## config.mk

```make
export PLATFORM = sky130hd
export DESIGN_NAME = alu_param
export DESIGN_NICKNAME = d
export VERILOG_FILES = /design/src/rtl/alu_param_pkg.sv /design/src/rtl/alu_mul_seq.sv /design/src/rtl/alu_param.sv
export SDC_FILE = /design/constraint.sdc
export NUM_CORES = 1
export LEC_CHECK = 0
export BUFFER_PORTS_ARGS = -buffer_cell sky130_fd_sc_hd__buf_2
export CAP_MARGIN = 20
export CORE_ASPECT_RATIO = 0.5
export CORE_MARGIN = 2
export CORE_UTILIZATION = 30
export CTS_CLUSTER_DIAMETER = 80
export DETAILED_ROUTE_END_ITERATION = 10
export PLACE_DENSITY = 0.57
export SLEW_MARGIN = 0
export SYNTH_ARGS = -nofsm -noshare
export SYNTH_HDL_FRONTEND = slang
export SYNTH_SLANG_ARGS = --single-unit
```

## constraint.sdc

```tcl
create_clock -name clk_p_i -period 1.7 [get_ports clk_p_i]
set_input_delay 0.255 -clock clk_p_i [delete_from_list [all_inputs] [get_ports clk_p_i]]
set_output_delay 0.255 -clock clk_p_i [all_outputs]
set_load 0.01 [all_outputs]
```

## src/rtl/alu_param_pkg.sv

```systemverilog
// -----------------------------------------------------------------------------
// alu_param_pkg
// Shared definitions for the alu_param block:
//   OP_W     - opcode width in bits
//   op_e     - opcode encoding (OP_ADD .. OP_MAX)
//   state_e  - request/result handshake FSM states
// -----------------------------------------------------------------------------
package alu_param_pkg;

  localparam int OP_W = 3;

  typedef enum logic [OP_W-1:0] {
    OP_ADD  = 3'b000,
    OP_SUB  = 3'b001,
    OP_MUL  = 3'b010,
    OP_NOT  = 3'b011,
    OP_XOR  = 3'b100,
    OP_ABS  = 3'b101,
    OP_HSUB = 3'b110,
    OP_MAX  = 3'b111
  } op_e;

  typedef enum logic [1:0] {
    ST_IDLE = 2'b00,
    ST_EXEC = 2'b01,
    ST_DONE = 2'b10
  } state_e;

endpackage

```

## src/rtl/alu_mul_seq.sv

```systemverilog
// -----------------------------------------------------------------------------
// alu_mul_seq
// Iterative unsigned shift-add multiplier, one multiplier bit per cycle.
// Ports:
//   clk_p_i    clock, rising edge
//   reset_n_i  asynchronous active-low reset
//   start      one-cycle pulse; the first iteration runs in the start cycle
//   a, b       operands, must stay stable while the multiply is running
//   done       high in the cycle performing the last (WIDTH-th) iteration
//   product    2*WIDTH-bit result, valid while done is high
// -----------------------------------------------------------------------------
module alu_mul_seq
  import alu_param_pkg::*;
#(
  parameter int WIDTH = 8
) (
  input  logic               clk_p_i,
  input  logic               reset_n_i,
  input  logic               start,
  input  logic [WIDTH-1:0]   a,
  input  logic [WIDTH-1:0]   b,
  output logic               done,
  output logic [2*WIDTH-1:0] product
);

  localparam int DW = 2 * WIDTH;
  localparam int CW = $clog2(WIDTH);

  logic [DW-1:0]    mcand_r;
  logic [WIDTH-1:0] mplier_r;
  logic [DW-1:0]    acc_r;
  logic [CW-1:0]    cnt_r;
  logic             busy_r;

  logic             active_s;
  logic [DW-1:0]    mcand_s;
  logic [WIDTH-1:0] mplier_s;
  logic [DW-1:0]    acc_s;
  logic [CW-1:0]    cnt_s;
  logic [DW-1:0]    acc_nxt_s;
  logic             done_s;

  // Working operands: a start cycle begins from fresh operands, later cycles from the registers.
  always_comb begin
    active_s = start || busy_r;
    if (start) begin
      mcand_s  = {{WIDTH{1'b0}}, a};
      mplier_s = b;
      acc_s    = {DW{1'b0}};
      cnt_s    = {CW{1'b0}};
    end else begin
      mcand_s  = mcand_r;
      mplier_s = mplier_r;
      acc_s    = acc_r;
      cnt_s    = cnt_r;
    end
    if (mplier_s[0]) begin
      acc_nxt_s = acc_s + mcand_s;
    end else begin
      acc_nxt_s = acc_s;
    end
    done_s = active_s && (cnt_s == CW'(WIDTH - 1));
  end

  // Iteration state: shift multiplicand left, multiplier right, count processed bits.
  always_ff @(posedge clk_p_i or negedge reset_n_i) begin
    if (!reset_n_i) begin
      mcand_r  <= {DW{1'b0}};
      mplier_r <= {WIDTH{1'b0}};
      acc_r    <= {DW{1'b0}};
      cnt_r    <= {CW{1'b0}};
      busy_r   <= 1'b0;
    end else if (active_s) begin
      mcand_r  <= mcand_s << 1'b1;
      mplier_r <= mplier_s >> 1'b1;
      acc_r    <= acc_nxt_s;
      cnt_r    <= cnt_s + CW'(1);
      busy_r   <= ~done_s;
    end else begin
      mcand_r  <= mcand_r;
      mplier_r <= mplier_r;
      acc_r    <= acc_r;
      cnt_r    <= cnt_r;
      busy_r   <= busy_r;
    end
  end

  assign done    = done_s;
  assign product = acc_nxt_s;

endmodule

```

## src/rtl/alu_param.sv

```systemverilog
// -----------------------------------------------------------------------------
// alu_param
// Parameterised ALU with valid/ready request and result handshakes.
// Build option: define ALU_PARAM_MUL_EN to include the iterative multiplier
// (opcode MUL, WIDTH+1 cycle latency). Without it, MUL completes in one cycle
// with data_o = 0 and err_o = 1.
// Ports:
//   clk_p_i      clock, rising edge
//   reset_n_i    asynchronous active-low reset
//   in_valid_i   request valid          in_ready_o   accepting (IDLE only)
//   data_a_i     operand A              data_b_i     operand B
//   inst_i       opcode (op_e)
//   out_valid_o  result valid (DONE)    out_ready_i  consumer accepts result
//   data_o       2*WIDTH-bit result     err_o        unsupported opcode
// -----------------------------------------------------------------------------
module alu_param
  import alu_param_pkg::*;
#(
  parameter int WIDTH = 8
) (
  input  logic               clk_p_i,
  input  logic               reset_n_i,
  input  logic               in_valid_i,
  output logic               in_ready_o,
  input  logic [WIDTH-1:0]   data_a_i,
  input  logic [WIDTH-1:0]   data_b_i,
  input  logic [OP_W-1:0]    inst_i,
  output logic               out_valid_o,
  input  logic               out_ready_i,
  output logic [2*WIDTH-1:0] data_o,
  output logic               err_o
);

  localparam int DW = 2 * WIDTH;

  state_e           state_r;
  logic [WIDTH-1:0] a_r;
  logic [WIDTH-1:0] b_r;
  logic [OP_W-1:0]  op_r;
  logic [DW-1:0]    data_r;
  logic             err_r;
  logic             mul_start_r;

  logic [DW-1:0]    az_s;
  logic [DW-1:0]    bz_s;
  logic [DW-1:0]    sub_s;
  logic [WIDTH-1:0] abs_s;
  logic [DW-1:0]    result_s;
  logic             err_s;
  logic             is_mul_s;
  logic             mul_done_s;
  logic [DW-1:0]    mul_product_s;
  logic             unused_s;

`ifdef ALU_PARAM_MUL_EN
  assign is_mul_s = (inst_i == OP_MUL);

  alu_mul_seq #(
    .WIDTH (WIDTH)
  ) u_mul (
    .clk_p_i   (clk_p_i),
    .reset_n_i (reset_n_i),
    .start     (mul_start_r),
    .a         (a_r),
    .b         (b_r),
    .done      (mul_done_s),
    .product   (mul_product_s)
  );

  // The captured opcode is only kept for observability in this build.
  assign unused_s = ^op_r;
`else
  assign is_mul_s      = 1'b0;
  assign mul_done_s    = 1'b0;
  assign mul_product_s = {DW{1'b0}};

  // Captured operands have no consumer when the multiplier is absent.
  assign unused_s = ^{a_r, b_r, op_r, mul_start_r};
`endif

  // Single-cycle datapath, evaluated on the request inputs so the result is
  // registered on the accepting edge.
  always_comb begin
    az_s     = {{WIDTH{1'b0}}, data_a_i};
    bz_s     = {{WIDTH{1'b0}}, data_b_i};
    sub_s    = bz_s - az_s;
    // Two's complement negate; the most negative value maps onto itself,
    // which read as unsigned is exactly its magnitude.
    if (data_a_i[WIDTH-1]) begin
      abs_s = ~data_a_i + {{(WIDTH-1){1'b0}}, 1'b1};
    end else begin
      abs_s = data_a_i;
    end
    result_s = {DW{1'b0}};
    err_s    = 1'b0;
    case (inst_i)
      OP_ADD:  result_s = az_s + bz_s;
      OP_SUB:  result_s = sub_s;
      OP_MUL: begin
`ifdef ALU_PARAM_MUL_EN
        result_s = {DW{1'b0}};
        err_s    = 1'b0;
`else
        result_s = {DW{1'b0}};
        err_s    = 1'b1;
`endif
      end
      OP_NOT:  result_s = {{WIDTH{1'b0}}, ~data_a_i};
      OP_XOR:  result_s = {{WIDTH{1'b0}}, data_a_i ^ data_b_i};
      OP_ABS:  result_s = {{WIDTH{1'b0}}, abs_s};
      OP_HSUB: result_s = {sub_s[DW-1], sub_s[DW-1:1]};
      OP_MAX: begin
        if (data_a_i > data_b_i) begin
          result_s = az_s;
        end else begin
          result_s = bz_s;
        end
      end
      default: begin
        result_s = {DW{1'b0}};
        err_s    = 1'b0;
      end
    endcase
  end

  // Handshake FSM with operand capture and registered result/error.
  always_ff @(posedge clk_p_i or negedge reset_n_i) begin
    if (!reset_n_i) begin
      state_r     <= ST_IDLE;
      a_r         <= {WIDTH{1'b0}};
      b_r         <= {WIDTH{1'b0}};
      op_r        <= {OP_W{1'b0}};
      data_r      <= {DW{1'b0}};
      err_r       <= 1'b0;
      mul_start_r <= 1'b0;
    end else begin
      case (state_r)
        ST_IDLE: begin
          if (in_valid_i) begin
            a_r  <= data_a_i;
            b_r  <= data_b_i;
            op_r <= inst_i;
            if (is_mul_s) begin
              state_r     <= ST_EXEC;
              mul_start_r <= 1'b1;
            end else begin
              state_r <= ST_DONE;
              data_r  <= result_s;
              err_r   <= err_s;
            end
          end
        end
        ST_EXEC: begin
          mul_start_r <= 1'b0;
          if (mul_done_s) begin
            state_r <= ST_DONE;
            data_r  <= mul_product_s;
            err_r   <= 1'b0;
          end
        end
        ST_DONE: begin
          // Result registers are untouched here, so they stay stable under back-pressure.
          if (out_ready_i) begin
            state_r <= ST_IDLE;
          end
        end
        default: begin
          state_r     <= ST_IDLE;
          mul_start_r <= 1'b0;
        end
      endcase
    end
  end

  assign in_ready_o  = (state_r == ST_IDLE);
  assign out_valid_o = (state_r == ST_DONE);
  assign data_o      = data_r;
  assign err_o       = err_r;

endmodule

```

# [Yosys cells after proc, flatten, opt, wreduce, memory -nomap -nowiden]
# Index checks and enable logic that the tools add are counted.
[op_classes] addsub=3 magnitude_cmp=1 n_eq_ne=11 mux=7 n_bitwise=3 n_reduce_logical=4
[op_table] op="$pmux 16 s8" n=1
[op_table] op="$mux 8" n=2
[op_table] op="$eq 3x3->1 const B" n=4
[op_table] op="$add 8x8->9" n=1
[op_table] op="$sub 8x8->9" n=1
[op_table] op="$add 8x1->8 const B" n=1
[op_table] op="$gt 8x8->1" n=1
[op_table] op="$not 8->8" n=1
[op_table] op="$xor 8x8->8" n=1
[op_table] op="$eq 3x2->1 const B" n=2
[op_table] op="$pmux 2 s3" n=1
[op_table] op="$mux 2" n=2
[op_table] op="$eq 3x1->1 const B" n=1
[op_table] op="$logic_not 3->1" n=1
[op_table] op="$reduce_and 3->1" n=1
[op_table] op="$eq 2x1->1 const B" n=1
[op_table] op="$eq 2x2->1 const B" n=1
[op_table] op="$logic_not 2->1" n=1
[op_table] op="$ne 2x1->1 const B" n=1
[op_table] op="$ne 2x2->1 const B" n=1
[op_table] op="$reduce_and 2->1" n=1
[op_table] op="$mux 1" n=1
[op_table] op="$not 1->1" n=1
[totals] reg_bits=19 input_bits=23 elab_cells=32

# [Depth between registers and ports, before layout]
# Gate-level depths: netlist (run 1).
[logic_depth] word_depth=4 ltp_mapped=9 mapped_depth_nobuf=9

# [Worst setup path after synthesis (run 1)]
# Ideal clock, no wire load.
[synth_path] path_kind="input to register" start="in data_a_i[7]" end="reg data_r[7] (netlist: data_o[7])" arrival_time_ns=2.376 path_slack_ns=-0.802 path_stages=9 n_path_buf=1 path_cell_list="clkbuf_1 inv_1 ha_1 a211oi_1 nand2_1 o22ai_4 mux2_4 a221o_1 o32a_1"
[synth_between] elab_chain_len=4 word_cells_on_any_way=9 cone_classes="add/sub: 3; order compare: 1; mux: 3; bitwise: 2"
[synth_lines] element="start: declaration" line_no="alu_param.sv:25" rtl="input logic [WIDTH-1:0] data_a_i,"
[synth_lines] element="$not 8->8" line_no="alu_param.sv:90, alu_param.sv:108"
[synth_lines] element="$add 8x1->8" line_no="alu_param.sv:90" rtl="abs_s = ~data_a_i + {{(WIDTH-1){1'b0}}, 1'b1};"
[synth_lines] element="$mux 8" line_no="alu_param.sv:89" rtl="if (data_a_i[WIDTH-1]) begin"
[synth_lines] element="$pmux 16 s8 (*)" line_no="alu_param.sv:96" rtl="case (inst_i)"
[synth_lines] element="end signal: assignment" line_no="alu_param.sv:133" rtl="data_r <= {DW{1'b0}};"
[synth_lines] element="end signal: assignment" line_no="alu_param.sv:148" rtl="data_r <= result_s;"
[synth_lines] element="end signal: assignment" line_no="alu_param.sv:157" rtl="data_r <= mul_product_s;"
[synth_lines] element="end: declaration" line_no="alu_param.sv:40" rtl="logic [DW-1:0] data_r;"
# Every way passes the cells marked *; elsewhere a longest branch is shown, timed or not.
# A chain may end at the register's enable or synchronous reset.

# [Worst setup path in the final report (run 1)]
[layout_path] start="in data_b_i[6]" end="reg data_r[7] (netlist: data_o[7])"
[layout_between] elab_chain_len=3 word_cells_on_any_way=5 cone_classes="add/sub: 2; order compare: 1; mux: 2"
[layout_lines] element="start: declaration" line_no="alu_param.sv:26" rtl="input logic [WIDTH-1:0] data_b_i,"
[layout_lines] element="$gt 8x8->1" line_no="alu_param.sv:113" rtl="if (data_a_i > data_b_i) begin"
[layout_lines] element="$mux 8" line_no="alu_param.sv:113"
[layout_lines] element="$pmux 16 s8 (*)" line_no="alu_param.sv:96"
# Marks and branches as above.

==> results of run 1 <==
-- flip-flops by register name, indices dropped and copies added, names as in the netlist --
signal / count
state_r: 1
err_o: 1
data_o: 10
-- worst max-delay path by stage --
stage / end / start / slack [ps] / cells past startpoint
2_1_floorplan: data_o[7]$_DFFE_PN0P_ / data_a_i[6] / -530 / 8
3_3_place_gp: data_o[7]$_DFFE_PN0P_ / data_a_i[5] / -540 / 9
3_5_place_dp: data_o[7]$_DFFE_PN0P_ / data_a_i[6] / -650 / 9
4_1_cts: data_o[7]$_DFFE_PN0P_ / data_a_i[6] / -280 / 9
5_1_grt: data_o[7]$_DFFE_PN0P_ / data_a_i[6] / -360 / 9
6_report: data_o[7]$_DFFE_PN0P_ / data_b_i[6] / -300 / 8
-- layer usage --
layer  wire [um]  global-route usage [%]  share of wire, %
met1        3230                    27.5                47
met2        3130                    35.4                46
met3         379                    3.10               5.5
met4          88                    4.82               1.3
met5           0                       0                 0
-- repair_timing --
| item | in CTS | in global routing |
|---|---|---|
| hold buffers | 1 | 0 |
| pin swaps | 29 | 11 |
| hold endpoints to repair | 12 | 0 |
| setup endpoints to repair | 10 | 10 |
| resized for setup | 48 | 11 |
| setup buffers | 12 | 2 |
-- through the flow --
step           util [%]  power, W  hold WS, ps  setup WS [ps]
2_1_floorplan         -  0.000998        -40.6           -527
3_3_place_gp       45.9   0.00139          147           -544
3_5_place_dp       45.9   0.00140          153           -648
4_1_cts            51.9   0.00197          206           -277
5_1_grt            52.6   0.00211          221           -358
6_report           52.6   0.00197          202           -298
-- cell families after synthesis --
logic type      share of synthesized area, %
mux                                     5.85
fa+ha+maj                               13.1
simple gates                            17.5
flops                                   15.6
buf+inv                                 10.1
xor+xnor                                6.82
compound gates                          31.0
-- power groups by stage --
stage	clock [W]	sequential (W)	combinational (W)
2_1_floorplan	0	0.000429	0.000569
6_report	0.000430	0.000394	0.00115
5_1_grt	0.000453	0.000403	0.00125
3_3_place_gp	0	0.000394	0.000998
3_5_place_dp	0	0.000398	0.00101
4_1_cts	0.000436	0.000394	0.00114
-- final cells by class --
class                   instances  area, um^2
clock buffers                   3        75.1
fillers                       576        2910
inverters                      20        97.6
flip-flops and latches         12         300
well taps                      88         110
repair buffers                124         970
multi-input cells             195        1670
-- worst max-delay path, stage by stage --
cell      delay [ps]
buf_8            110
ha_4             250
a211oi_4         250
nand2_2          110
o22ai_4          220
mux2_4           320
a221o_1          320
o32a_1           280
-- cells in the final DEF (no fill, tap or decap), drive strengths merged, types with 5 or more instances in the layout --
| master | instances |
|---|---|
| ha | 17 |
| buf | 123 |
| o22ai | 8 |
| nand2 | 23 |
| o21ai | 15 |
| xnor2 | 14 |
| a221oi | 5 |
| mux2 | 7 |
| nor2 | 14 |
| a21oi | 20 |
| inv | 20 |
| dfrtp | 12 |
| nor3 | 8 |
==> summary.md, run 1 <==
| Metric | Value |
|---|---|
| Status | finished with violations |
| Failing checks | negative setup slack |
| Post-Syn Area per Cell | 7.80 um^2 |
| Hold/Removal Path Class | input port to flop |
| Worst Clk Skew | between 4 and 5 ps |
| WL final | 6830 um |
| Nets | a little under 400 |
| Die Wd | ~120 um |
| Layout cells sized above 1 | 51.1% |
| Synth top area share | about 16% |
| Critical-path maximum fanout | 4 |
| Setup_tns | -1200 ps |
| Total track usage | between 20% and 30% |
| Final hold violation count | 0 |
| Wire per inst | 15.5 um |
| Drc violations | 0 |
| Sequential share of power | between 20% and 30% |
| Largest cells by area after synthesis | dfrtp_1 16%, ha_1 11%, xnor2_1 6.4% |
| Routed vias | between 2000 and 2500 |
| Core area | 6130 um^2 |
| Most frequent cell after synthesis | nand2_1 |
| Post-Syn Area | 1930 um^2 |
| CTS tree | built |
| Boundary Pins | 42 |
| Rows | 20 |
| Post-Syn Nets | 289 |
| Die H | ~61 um |
| Drt first pass iters | 5 |
| Seq/Total Area, Yosys | ~16% |
| Total die area | between 7000 and 8000 um^2 |
| Vias in the first global route | between 2000 and 2500 |
| Cells after Synth | about 250 |
| Slew Viols, Final | 0 |
| Fmax | approximately 0.50 GHz |
| Worst reg2reg startpoint | state_r[1]$_DFFE_PN0P_ |
| WS Path Type | input port to flop |
| NetSw | 0.000721 W |
| Arr. time, crit path | roughly 2100 ps |
| Via density | slightly above 5 |
| Placed Cells | about 430 |
| Main synth FF type | dfrtp_1 |
| TritonCTS Buffers | 3 |
| Cell area after layout | 3220 um^2 |
| Reg2reg path depth | 6 |
| DP HPWL | 5500 um |
| Antenna diodes | 0 |
| EDFF count, synth | 0 |
| Iteration-0 DRC Markers | between 80 and 90 |
| PortBufs | 41 |
| Yosys reg bits | 12 |
| Slew Limit Headroom | 69.8% |
| Sw Share | between 30% and 40% |
| Area grow syn2layout | 67.4% |
| Post-synth top area cell | dfrtp_1 |
| Clk Tree Root Cell | clkbuf_16 |
| Min-Delay Path Depth | 2 |
| Global-route wire length before repair | around 11000 um |
| Synth top cells by count | 23 x nand2_1, 20 x inv_1, 19 x a21oi_1, 17 x ha_1, 15 x o21ai_0 |
| Tmin final | around 2000 ps |
| H-tree Lvls | 1 |
| Detail Route Antenna Nets | 0 |
| Remaining Overflow, GRT | 0 |
| Synth cell types | 56 |
| Starting Density | around a third |
| Fin crit share | 118% |
| Placed cell area | around 2800 um^2 |
| RePlAce Congestion | 0.867 |
| Required time worst endpoint | 1830 ps |
| P_leak | ~1.5 nW |
| RSZ-0062 raised after global routing | yes |
| Worst R2R Setup Slack | approximately 170 ps |
| Clk_lat worst skew | approximately 250 ps |
| Min-Delay Endpoint | state_r[1]$_DFFE_PN0P_ |
| Max cap viols | 0 |
| Comb pwr share | 58.2% |
| Slew at the pin closest to its max-slew limit | between 400 and 500 ps |
| Clock buffer depth | 2 |
| Pint | roughly 0.0013 W |
| Worst-path clk slew | roughly 40 ps |
| Final setup violation count | 10 |
| FF-to-FF End | data_o[7]$_DFFE_PN0P_ |
| Synthesis Warnings | 0 |
| Num Clock Sinks | 12 |
| Maximum number of pins on one net before global-route repair | 17 |
| CP Capture Type | flop |
| Asr flop ratio synth | 100% |
| Non-Filler Instances | about 440 |
| HP Start | out_ready_i |
| PwrDens | just over 600 nW/um^2 |
| VDD IR max | 0.315 mV |
| Initial antenna violation count | 0 |
| Clock power share | between 20% and 30% |
| PnR worst setup slack | -298 ps |
| Startpoint Class | input port |
Power figures use the tool's default switching activity.
==> run 2: changes to the inputs <==
- CORE_UTILIZATION: 30 -> 40
- PLACE_DENSITY: 0.57 -> 0.7
- SYNTH_HIERARCHICAL: not set -> 1
==> run 2 against run 1 <==
  * The flow still finishes with violations (negative setup slack)
  * Synthesized cell count did not move
  * Global-route usage rose by 6.3 points
  * Total power fell by 6.9%
  * Critical path type unchanged
==> summary.md, run 2 <==
| Metric | Value |
|---|---|
| Status | finished with violations |
| Failing checks | negative setup slack |
| Asr flop ratio synth | 100% |
| Remaining Overflow, GRT | 0 |
| Main synth FF type | dfrtp_1 |
| Most frequent cell after synthesis | nand2_1 |
| Total track usage | about a quarter |
| WS Path Type | input port to flop |
| Iteration-0 DRC Markers | around 220 |
| Required time worst endpoint | between 1500 and 2000 ps |
| Synth top cells by count | 23 x nand2_1, 20 x inv_1, 19 x a21oi_1, 17 x ha_1, 15 x o21ai_0 |
| Tmin final | ~2000 ps |
| Largest cells by area after synthesis | dfrtp_1 16%, ha_1 11%, xnor2_1 6.4% |
| Drc violations | 0 |
| Synthesis Warnings | 6 |
| Maximum number of pins on one net before global-route repair | 13 |
| Number of flip-flops in the largest register | 10 |
| Clk_lat worst skew | around 240 ps |
| Post-Syn Area | 1930 um^2 |
| VDD IR max | 0.344 mV |
| Initial antenna violation count | 0 |
| RSZ-0062 raised after global routing | yes |
| Final hold violation count | 0 |
| Pwr Total | roughly 0.0018 W |
| Post-synth top area cell | dfrtp_1 |
| Total die area | 5420 um^2 |
| TritonCTS Buffers | 3 |
| Seq/Total Area, Yosys | between 15 and 20% |
| Starting Density | between 40 and 50% |
| Final setup violation count | 10 |
| Area grow syn2layout | 62.1% |
| Num Clock Sinks | 12 |
| Die H | ~53 um |
| Global-route wire length before repair | between 10000 and 15000 um |
| RePlAce Congestion | 0.941 |
| Hold WS | 191 ps |
| Via density | around 5.6 |
| Yosys reg bits | 12 |
| Drt first pass iters | 6 |
| DP HPWL | about 5600 um |
| Fin crit share | 116% |
| Antenna diodes | 0 |
| Non-Filler Instances | approximately 420 |
| Register area | roughly 300 um^2 |
| PwrDens | between 500 and 600 nW/um^2 |
| Slew at the pin closest to its max-slew limit | approximately 520 ps |
| Slew Limit Headroom | approximately two thirds |
| P_leak | ~1.4 nW |
| EDFF count, synth | 0 |
| Wire per inst | roughly 17 um |
| Die Wd | about 100 um |
| Commonest non-fill, non-tap cells in the layout | 76 x buf_4, 35 x buf_2, 19 x nand2_1 |
| Vias in the first global route | roughly 2300 |
| Clk Tree Root Cell | clkbuf_8 |
| Hold/Removal Path Class | input port to flop |
| Most common cell after layout, fill and taps aside | buf_4 |
| Post-Syn Nets | roughly 290 |
| Synth cell types | 56 |
| Detail Route Antenna Nets | 0 |
| Fillers | roughly 360 |
| Clock buffer depth | 2 |
| Placed Cells | between 400 and 500 |
| Max cap viols | 0 |
| Post-Place Worst Slack | -605 ps |
| Startpoint Class | input port |
| Arr. time, crit path | roughly 2100 ps |
| Cells after Synth | around 250 |
| Worst Clk Skew | between 8 and 9 ps |
| Fmax | about 0.51 GHz |
| Nets | 396 |
| CP Capture Type | flop |
| WL final | between 7000 and 8000 um |
| H-tree Lvls | 1 |
| Routed vias | roughly 2300 |
| Slew Viols, Final | 0 |
| Rows | 17 |
| PortBufs | 41 |
| Worst-path clk slew | approximately 60 ps |
| PnR worst setup slack | -270 ps |
| Core area | between 4000 and 5000 um^2 |
| Layout cells sized above 1 | 53.7% |
| Synth top area share | between 15 and 20% |
| Critical-path maximum fanout | 5 |
| Footprint of the multi-input gates | 1720 um^2 |
| CTS tree | built |
| Boundary Pins | 42 |
| Post-Syn Area per Cell | ~7.8 um^2 |
run 2: changes by cell type in the layout (fill, tap and decap cells not counted), moves of 2 or more:
cell       change
a221oi_1       -2
buf_6          -4
buf_12         -2
buf_8          -3
a21oi_1        -4
a221oi_2       +2
clkbuf_16      -3
buf_4          +4
buf_2          +3
clkbuf_8       +3
a21oi_2        +4
run 2: final timing paths:
| path | endpoint | slack, ps | startpoint | cells past startpoint |
|---|---|---|---|---|
| worst max register to register | data_o[7]$_DFFE_PN0P_ | 80 | state_r[1]$_DFFE_PN0P_ | 6 |
| worst max-delay path | data_o[7]$_DFFE_PN0P_ | -270 | data_a_i[6] | 9 |
| max in group asynchronous | data_o[4]$_DFFE_PN0P_ | 1040 | reset_n_i | 2 |
| worst min register to register | data_o[7]$_DFFE_PN0P_ | 500 | data_o[7]$_DFFE_PN0P_ | 1 |
| min in group asynchronous | data_o[3]$_DFFE_PN0P_ | 420 | reset_n_i | 2 |
| worst min-delay path | state_r[1]$_DFFE_PN0P_ | 190 | out_ready_i | 2 |
run 2: cell families after synthesis:
family / share of synthesized area (%)
compound gates: 31.0
xor+xnor: 6.82
fa+ha+maj: 13.1
buf+inv: 10.1
flops: 15.6
mux: 5.85
simple gates: 17.5
run 2: cell type report:
cell class	count	area share, %
multi-input combinational	195	55.1
sequential	12	9.62
inverter	20	2.97
tap	66	2.65
timing repair buffer	122	28.3
clock buffer	3	1.32
run 2: power breakdown:
| part | internal (W) | switching, W | total (W) |
|---|---|---|---|
| combinational | 0.000588 | 0.000587 | 0.00118 |
| clock | 0.000156 | 0.000112 | 0.000268 |
| sequential | 0.000353 | 0.0000405 | 0.000394 |
run 2: metal layers:
layer  track usage, %  wire (um)
met1             34.7       3100
met2             47.1       3420
met3             4.89        537
met4             4.67        125
met5                0          0
run 2: critical path, stage by stage:
cell and delay [ps]:
buf_8 100, inv_6 50, ha_4 210, a211oi_4 270
nand2_2 90, o22ai_4 190, mux2_4 320, a221o_1 320
o32a_1 280
run 2: timing repair:
item	4_1_cts	5_1_grt
gates resized for setup	34	20
endpoints found under the hold margin	12	0
gates cloned	0	0
endpoints found under the setup margin	10	10
hold buffers	1	0
pin swaps	19	8
buffers inserted	4	3
run 2: metrics by stage:
step / utilization, % / cell area (um^2) / TNS (ps)
after floorplan: - / 2070 / -1640
after global placement: 61.5 / 2770 / -4240
after detailed placement: 61.5 / 2770 / -4650
after CTS: 66.9 / 3020 / -995
after global routing: 69.2 / 3120 / -1860
final: 69.2 / 3120 / -1150
==> run 3: changes to the inputs <==
- ABC_AREA: not set -> 1
- PLACE_DENSITY: 0.7 -> 0.69
==> run 3 against run 2 <==
  * Cell count rose by 27%
  * Global-route usage fell by 2.5 points
  * Highest routed layer unchanged
  * Sequential cell count did not move
  * Sequential share of layout area rose by 0.25 points
  * Worst hold slack improved by 39 ps
  * Synthesized cell count rose by 47%
  * The run now ends clean
  * Wire length rose by 0.40%
  * Maximum frequency rose by 21%
  * Total power fell by 7.0%
==> summary.md, run 3 <==
| Metric | Value |
|---|---|
| Status | finished clean |
| WS Path Type | input port to flop |
| Critical Path End | data_o[5]$_DFFE_PN0P_ |
| WL final | ~7200 um |
| Seq/Total Area, Yosys | between 10% and 20% |
| Crit path cell chain | buf_2, inv_1, ha_1, buf_6, clkinvlp_4, buf_4, nand4_1, nand2_2, nor2_1, nor2_1, nand3_1, nand2_1, nand2_1 |
| TritonCTS Buffers | 3 |
| Nets | around 500 |
| Area grow syn2layout | 45.6% |
| Worst Clk Skew | 0.774 ps |
| Asr flop ratio synth | 100% |
| Via density | ~5 |
| Worst-path clk slew | approximately 50 ps |
| Startpoint Class | input port |
| CTS tree | built |
| Critical-path maximum fanout | 8 |
| Crit path from | data_a_i[5] |
| Worst stage delay on the critical path | ~330 ps |
| Cells after Synth | 362 |
| Drt first pass iters | 5 |
| Slew Limit Headroom | roughly 67% |
| H-tree Lvls | 1 |
| Synth cell types | 34 |
| Die Wd | 106 um |
| Rows | 18 |
| Total track usage | ~24% |
| Reg2reg path depth | 7 |
| Required time worst endpoint | roughly 1800 ps |
| Post-Syn Nets | 404 |
| Clk Tree Root Cell | clkbuf_8 |
| Maximum number of pins on one net before global-route repair | 15 |
| Core area | 4980 um^2 |
| VDD IR max | 0.437 mV |
| Arr. time, crit path | 1750 ps |
| Wire per inst | 13.6 um |
| CP Capture Type | flop |
| Starting Density | approximately two fifths |
| Slew at the pin closest to its max-slew limit | about 490 ps |
| Routed vias | between 2000 and 3000 |
| Crit-path slowest cell | ha_1 |
| Total die area | roughly 5900 um^2 |
| Iteration-0 DRC Markers | 239 |
| Commonest non-fill, non-tap cells in the layout | 112 x nand2_1, 64 x buf_4, 47 x inv_1 |
| Clk_lat worst skew | about 240 ps |
| Post-Syn Area per Cell | just under 6 um^2 |
| PortBufs | between 40 and 50 |
| P_leak | about 1.7 nW |
| Fmax | slightly above 0.6 GHz |
| Vias in the first global route | around 2300 |
| Hold/Removal Path Class | input port to flop |
| Most frequent cell after synthesis | nand2_1 |
| Layout cells sized above 1 | a little over a third |
| Die H | 55.1 um |
| Synth top cells by count | 118 x nand2_1, 53 x inv_1, 47 x nand3_1, 29 x nor2_1, 17 x ha_1 |
| Post-synth top area cell | nand2_1 |
| Number of flip-flops in the largest register | 10 |
| Num Clock Sinks | 12 |
| RePlAce Congestion | slightly below 1 |
| Cell area after layout | 3040 um^2 |
| FF-to-FF End | data_o[3]$_DFFE_PN0P_ |
| Initial antenna violation count | 0 |
| PwrDens | about 560 nW/um^2 |
| Global-route wire length before repair | around 11000 um |
| Antenna diodes | 0 |
| Detail Route Antenna Nets | 0 |
| Tmin final | 1630 ps |
| Largest cells by area after synthesis | nand2_1 21%, dfrtp_1 14%, nand3_1 11% |
| Remaining Overflow, GRT | 0 |
| Drc violations | 0 |
| Max cap viols | 0 |
| DP HPWL | 5750 um |
| Non-Filler Instances | 530 |
| Post-Syn Area | between 2000 and 2500 um^2 |
| Fin crit share | 95.6% |
| EDFF count, synth | 0 |
| Final setup violation count | 0 |
| Placed cell area | around 2800 um^2 |
| Worst R2R Setup Slack | about 550 ps |
| Placed Cells | 522 |
| Slew Viols, Final | 0 |
| Most common cell after layout, fill and taps aside | nand2_1 |
| Core Util, Final | about three fifths |
| Synthesis Warnings | 6 |
| Worst reg2reg startpoint | state_r[1]$_DFFE_PN0P_ |
| Yosys reg bits | 12 |
| Boundary Pins | 42 |
| Main synth FF type | dfrtp_1 |
| Clock buffer depth | 2 |
| Final hold violation count | 0 |
| Synth top area share | a little over a fifth |
run 3: cell count changes after synthesis, sizes merged, moves of 7 or more:
cell,delta
nand2,+100
nand3,+47
inv,+38
nor2,+17
xnor2,-12
a21oi,-8
clkbuf,-8
nand4,+8
o22ai,-8
mux2,-7
nor3,-7
run 3: kinds of logic (layout without fill, tap and decap cells):
family | after synthesis | count (layout) | share of synthesized area [%]
fa+ha+maj | 19 | 19 | 12.1
buf+inv | 73 | 171 | 15.3
simple gates | 216 | 216 | 45.6
flops | 12 | 12 | 14.4
compound gates | 38 | 38 | 11.0
xor+xnor | 4 | 4 | 1.68
run 3: where the power goes:
group / leakage [nW] / internal, W / switching (W)
Clock: 0.0288 / 0.000204 / 0.000102
Combinational: 1.51 / 0.000437 / 0.000580
Sequential: 0.152 / 0.000349 / 0.0000362
run 3: how the worst min path moves through the flow:
stage / endpoint / cells past startpoint / from / slack [ps]
3_5_place_dp: state_r[1]$_DFFE_PN0P_ / 1 / reset_n_i / 140
6_report: state_r[1]$_DFFE_PN0P_ / 2 / out_ready_i / 230
4_1_cts: state_r[1]$_DFFE_PN0P_ / 2 / out_ready_i / 230
5_1_grt: state_r[1]$_DFFE_PN0P_ / 2 / out_ready_i / 240
3_3_place_gp: data_o[5]$_DFFE_PN0P_ / 1 / reset_n_i / 140
2_1_floorplan: data_o[0]$_DFFE_PN0P_ / 0 / reset_n_i / -40
run 3: final cells by class:
type / instances / area (um^2)
clock buffers: 4 / 55.1
flip-flops and latches: 12 / 300
repair buffers: 107 / 722
multi-input cells: 277 / 1650
well taps: 70 / 87.6
fillers: 493 / 1940
inverters: 60 / 229
run 3: metrics by stage:
step	total power (W)	TNS, ps	hold WS [ps]	setup WS [ps]
after detailed placement	0.00130	-1670	142	-204
after CTS	0.00162	0	228	37.1
final	0.00171	0	230	74.8
after floorplan	0.000930	0	-40.6	9.07
after global routing	0.00184	-81.2	243	-41.8
after global placement	0.00129	-1360	140	-188
run 3: metal layers:
metal	part of all wire (%)	routed length [um]	up-vias	global-route usage [%]
li1	-	-	1344	-
met3	12	865	7	5.97
met4	0.71	51	0	6.14
met2	40	2910	147	35.6
met5	0	0	-	0
met1	47	3380	1159	35.1
run 3: worst max-delay path, delay by kind of cell:
kind | cells | cell delay (ps)
fa+ha+maj | 1 | 330
buf+inv | 5 | 540
simple gates | 7 | 620
run 3: repair_timing:
item                                    CTS  global route
endpoints found under the setup margin    0             9
hold endpoints to repair                 12             0
setup buffers                             0             3
hold buffers                              1             0
resized for setup                         0            39
